$ cat src/rtl/sub16_serial.sv
// sub16_serial: bit-serial subtractor computing a - b as a + ~b + 1.
// One full-adder step per RUN cycle, LSB first. The result and flags are
// held in DONE until the consumer takes them.
//
// Handshake: a transfer happens on a rising edge where valid && ready are both
// high. The producer holds its data while valid is high and ready is low.
// in_ready is high only in IDLE with reset released. out_valid is high only
// in DONE, and the result is held stable there until out_ready is seen.
module sub16_serial #(
  parameter int WIDTH = 16
) (
  input  logic             clk,
  input  logic             rst_n,
  input  logic             in_valid,
  output logic             in_ready,
  input  logic [WIDTH-1:0] a,
  input  logic [WIDTH-1:0] b,
  output logic             out_valid,
  input  logic             out_ready,
  output logic [WIDTH-1:0] diff,
  output logic             borrow,
  output logic             zr,
  output logic             ng,
  output logic             ovf,
  output logic [1:0]       dbg_state
);

  localparam int CW = (WIDTH > 1) ? $clog2(WIDTH) : 1;
  localparam logic [CW-1:0] LAST = CW'(WIDTH - 1);

  typedef enum logic [1:0] {
    IDLE = 2'd0,
    RUN  = 2'd1,
    DONE = 2'd2
  } state_e;

  state_e           state_q;
  logic [WIDTH-1:0] a_q, b_q;
  logic [WIDTH-1:0] sh_q;
  logic             carry_q;
  logic [CW-1:0]    cnt_q;
  logic             out_valid_q;
  logic             borrow_q, zr_q, ng_q, ovf_q;

  logic             bit_a, bit_nb;
  logic             sum_d, carry_d;
  logic [WIDTH-1:0] sh_d;

  // One full-adder step on the current bit. The sum enters the shift register at the MSB.
  always_comb begin
    bit_a   = a_q[cnt_q];
    bit_nb  = ~b_q[cnt_q];
    sum_d   = bit_a ^ bit_nb ^ carry_q;
    carry_d = (bit_a & bit_nb) | (bit_a & carry_q) | (bit_nb & carry_q);
    sh_d    = WIDTH'({sum_d, sh_q} >> 1);
  end

  // Control FSM and datapath registers. Flags are latched on the last RUN step.
  always_ff @(posedge clk) begin
    if (!rst_n) begin
      state_q     <= IDLE;
      a_q         <= '0;
      b_q         <= '0;
      sh_q        <= '0;
      carry_q     <= 1'b0;
      cnt_q       <= '0;
      out_valid_q <= 1'b0;
      borrow_q    <= 1'b0;
      zr_q        <= 1'b0;
      ng_q        <= 1'b0;
      ovf_q       <= 1'b0;
    end else begin
      case (state_q)
        IDLE: begin
          if (in_valid) begin
            a_q     <= a;
            b_q     <= b;
            sh_q    <= '0;
            carry_q <= 1'b1;
            cnt_q   <= '0;
            state_q <= RUN;
          end
        end
        RUN: begin
          sh_q    <= sh_d;
          carry_q <= carry_d;
          if (cnt_q == LAST) begin
            cnt_q       <= '0;
            state_q     <= DONE;
            out_valid_q <= 1'b1;
            borrow_q    <= ~carry_d;
            zr_q        <= (sh_d == '0);
            ng_q        <= sh_d[WIDTH-1];
            ovf_q       <= (a_q[WIDTH-1] != b_q[WIDTH-1]) &&
                           (sh_d[WIDTH-1] != a_q[WIDTH-1]);
          end else begin
            cnt_q <= cnt_q + CW'(1);
          end
        end
        DONE: begin
          if (out_ready) begin
            state_q     <= IDLE;
            out_valid_q <= 1'b0;
            borrow_q    <= 1'b0;
            zr_q        <= 1'b0;
            ng_q        <= 1'b0;
            ovf_q       <= 1'b0;
          end
        end
        default: state_q <= IDLE;
      endcase
    end
  end

  // in_ready is gated by rst_n so that it reads 0 for the whole time reset is held.
  assign in_ready  = rst_n & (state_q == IDLE);
  assign out_valid = out_valid_q;
  assign diff      = sh_q;
  assign borrow    = borrow_q;
  assign zr        = zr_q;
  assign ng        = ng_q;
  assign ovf       = ovf_q;
  assign dbg_state = state_q;

endmodule

$ cat config.mk
export PLATFORM = sky130hd
export DESIGN_NAME = sub16_serial
export DESIGN_NICKNAME = d
export VERILOG_FILES = /design/src/rtl/sub16_serial.sv
export SDC_FILE = /design/constraint.sdc
export NUM_CORES = 1
export LEC_CHECK = 0
export CORE_ASPECT_RATIO = 1.5
export CORE_UTILIZATION = 54
export DETAILED_ROUTE_END_ITERATION = 12
export HOLD_SLACK_MARGIN = 0.1
export PLACE_DENSITY = 0.85
export SYNTH_ARGS = -nofsm -noshare
export SYNTH_HDL_FRONTEND = slang
export SYNTH_SLANG_ARGS = --single-unit
$ cat constraint.sdc
create_clock -name clk -period 6.61 [get_ports clk]
set_input_delay 1.322 -clock clk [delete_from_list [all_inputs] [get_ports clk]]
set_output_delay 1.322 -clock clk [all_outputs]
set_load 0.005 [all_outputs]
* Yosys cells after proc, flatten, opt, wreduce, memory -nomap -nowiden *
Cells that the tools add are included.

operators by class
  add/subtract/negate cells = 1
  magnitude comparators = 1
  eq/ne operators = 8
  multiplexer cells = 26
  bitwise logic cells = 10
  reduce and logical (&&, ||, !) cells = 9

operator list
  operator               count
  $pmux W16 S2           1
  $logic_not A16 Y1      1
  $mux W16               1
  $pmux W1 S2            6
  $mux W1                9
  $bmux W1 S4            2
  $mux W4                2
  $pmux W4 S2            1
  $mux W2                3
  $ne A2 B2 Y1 const B   3
  $pmux W2 S3            1
  $reduce_and A3 Y1      2
  $lt A4 B5 Y1 const B   1
  $add A4 B1 Y4 const B  1
  $and A1 B1 Y1          4
  $eq A4 B4 Y1 const B   1
  $reduce_and A2 Y1      2
  $reduce_bool A2 Y1     2
  $eq A2 B1 Y1 const B   1
  $eq A2 B2 Y1 const B   1
  $logic_not A2 Y1       1
  $ne A1 B1 Y1           2
  $not A1 Y1             2
  $or A1 B1 Y1           2
  other kinds (2)        3

storage, ports and cells
  register bits = 60
  input port bits = 36

* Depth between registers and ports, before layout *
  depth after elaboration = 9
  mapped depth = 11
  depth with buffers taken out = 9

* Worst setup path after synthesis *
OpenSTA, ideal clock, no wires.

  kind = input to output
  from = in rst_n
  to = out in_ready
  arrival = 1.721 ns
  data required time = 5.288 ns
  path slack = 3.567 ns
  cell stages on the path = 3
  path buffers = 1
  cell sequence = clkbuf_1 nand2b_1 nor2_1

between the ends
  longest elaborated chain between the ends = 1

RTL lines
  element          line  source
  start, declared  13    input logic rst_n,
  $and A1 B1 Y1    116   assign in_ready = rst_n & (state_q == IDLE);
  end, declared    15    output logic in_ready,

Every way passes these cells.

* Worst setup path after layout *
Ends and elaborated chain as after synthesis.

==> reports/qor.csv <==
metric,value,unit
RSZ-0062 raised after global routing,false,
Switching Share,24.2,%
"Setup violations, final",0,
num ports,60,
CP max stage cell,clkdlybuf4s50_1,
setup TNS,0,ps
Post-Syn Nets,345,
Power Density,257,mW/mm^2
worst r2r path cells,7,
ys flop type,dfxtp_1,
GRT Util Overall,25.0,%
"FF+latch count, synth",60,
critical path class,input pin to primary output,
hold path depth,2,
largest net degree at the start of global routing,60,
fmax,234,MHz
area of the multi-input gates,0.00135,sq mm
run status,finished clean,
worst r2r src,cnt_q[0]$_SDFFE_PN0P_,
core area,0.00481,sq mm
r2r setup slk,3280,ps
Synth Warn #,0,
Setup WS post-layout,2340,ps
Clock Power Share,42.7,%
die width,59.5,um
post-layout min period,4270,ps
pre-CTS setup slack,2330,ps
initial antenna violation count,0,
Initial DRT Pass Iterations,4,
crit-path most repeated cell,clkdlybuf4s50_1,
Pins Over Slew Limit,0,
PostCTS Resize Cnt,0,
DRT antenna net count,0,
clk root buf,clkbuf_8,
Reg area,0.00120,sq mm
crit path cell chain,clkdlybuf4s50_1 -> buf_4 -> nand2b_1 -> nor2_1 -> clkdlybuf4s50_1,
full die area,0.00524,sq mm
worst r2r dst,zr$_SDFFE_PN0P_,
net load switching power,216,uW
critical path startpoint category,input pin,
Placed Area,0.00326,sq mm
postcts setup bufs,0,
# port buffers,59,
Worst Max-Slew Pin Slew,852,ps
Worst Path Max Fanout,59,
worst skew pair latency,340,ps
"commonest non-fill, non-tap cell in the layout",nand2_1,
Min Hold Slack,454,ps
area growth from synthesis to layout,30.6,%
htree depth,3,
critical path arrival,2950,ps
total number of vias,2330,
CTS tree,done,
hold_sp,a_q[11]$_SDFFE_PN0P_,
crit path from,rst_n,
nets@finish,396,
clock sinks,60,
"Distinct cells, synth",34,
Post-Syn Instances,307,
clk slew on worst S/H paths,60,ps
Crit. End Element,primary output,
proportion of layout cells with a drive suffix above 1,6.61,%
Max Cap Viol,0,
Avg WL per Cell,13.7,um
crit share post-route,64.6,%
Initial DRC Count,143,
cell-internal power,679,uW
final instance area,0.00349,sq mm
Die H,88.2,um
Post-synth EDFFs,0,
antenna diode count,0,
Comb pwr share,13.0,%
Post-synth ARST share,0,%
Fill cells,387,
grt ovf,0,
placement row count,31,
"Hold-fix buffers, CTS",0,
hold worst-path end,a_q[11]$_SDFFE_PN0P_,
vias per cell,5.43,
DRC violation count after routing,0,
Crit path required time,5290,ps
skew final,8.20,ps
share of power burned in registers,44.4,%
final wirelength,5.87,mm
Worst path max stage delay,500,ps
Tightest Hold Check Type,register to register,
worst vdd ir,161,uV
first-pass GRT wire length,9.57,mm
"commonest non-fill, non-tap cells in the layout","nand2_1 (88), dfxtp_1 (60), clkdlybuf4s50_1 (59), a21boi_0 (41), nand3_1 (20)",
total CTS buffers,9,
Slew Limit Headroom,43.2,%
"Seq/Total Area, Yosys",44.9,%
CTS Buffer Depth,2,
leakage power,0.00124,uW
Syn Std Cell Area,0.00267,sq mm
Synth Area per Inst,8.71,sq um
Hold Fails Final Rpt,0,
initial core utilization,55.6,%
post-DP HPWL,3.89,mm
Placer Congestion,0.801,
total power,896,uW
number of global-route vias before repair,2105,
state kept, by name, indices dropped and copies added (netlist names):
| name | count |
|---|---|
| a_q | 16 |
| b_q | 16 |
| diff | 16 |
| cnt_q | 4 |
| dbg_state | 2 |
| borrow | 1 |
| carry_q | 1 |
| ng | 1 |
| out_valid | 1 |
| ovf | 1 |
| zr | 1 |
metal layers:
| layer | routed length (um) | global-route usage (%) | share of wire, % |
|---|---|---|---|
| met5 | 0 | 0 | 0 |
| met3 | 186 | 6.65 | 3.2 |
| met2 | 3230 | 41.6 | 55 |
| met1 | 2290 | 28.5 | 39 |
| met4 | 159 | 13.9 | 2.7 |
layout make-up:
| type | count | area share [%] |
|---|---|---|
| clock buffer | 12 | 4.73 |
| multi-input combinational | 223 | 38.6 |
| inverter | 1 | 0.108 |
| sequential | 60 | 34.4 |
| tap | 66 | 2.37 |
| clock inverter | 4 | 2.01 |
| timing repair buffer | 63 | 17.8 |
through the flow:
stage,utilization (%),cells
2_1_floorplan,-,307
3_3_place_gp,67.7,413
3_5_place_dp,67.7,413
5_1_grt,72.6,429
4_1_cts,72.6,429
6_report,72.6,429
power by group through the flow:
stage	Sequential, uW	Clock (uW)	Combinational (uW)
finish	397	382	116
floorplan	397	0	80.7
detailed placement	405	0	116
CTS	397	386	117
global route	400	404	129
global placement	404	0	113
synthesized netlist by cell type, types with 2 or more instances:
cell type  instances  area share, %
a21boi_1           8            2.2
mux4_1             2            2.0
a21oi_1            5           0.94
nand2_1           88             12
o21ai_0            5           0.94
mux2i_1            9            3.4
nor2_1             5           0.70
a22oi_1            3           0.84
o2bb2ai_1          2           0.66
clkbuf_1          10            1.4
nor2b_1            5            1.2
nor4_1             4           0.94
mux4_2             2            1.7
dfxtp_1           60             45
buf_2             11            2.1
nand2b_1           4           0.94
a221oi_1           5            1.6
nand3_1           20            3.7
and2_1             4           0.94
a21boi_0          41             12
logic make-up after synthesis:
family	count (synthesis)	synth area share, %
AOI/OAI and AO/OA	71	19.3
xor gates and xnor gates	1	0.328
muxes	13	7.02
and+or+nand+nor	136	22.5
buffers and inverters	24	4.77
DFF	60	44.9
adders and majority gates	2	1.22
how the worst max path moves through the flow:
stage                     endpoint  slack (ps)  cells past startpoint
after floorplan           in_ready        3570                      3
after global placement    in_ready        2370                      5
after detailed placement  in_ready        2330                      5
after CTS                 in_ready        2320                      5
after global routing      in_ready        2210                      5
final                     in_ready        2340                      5
critical path, delay by kind of cell:
family	cells	cell delay, ps
buffers and inverters	3	1350
and+or+nand+nor	2	260
Note: power is estimated with default switching activity, not from simulation.
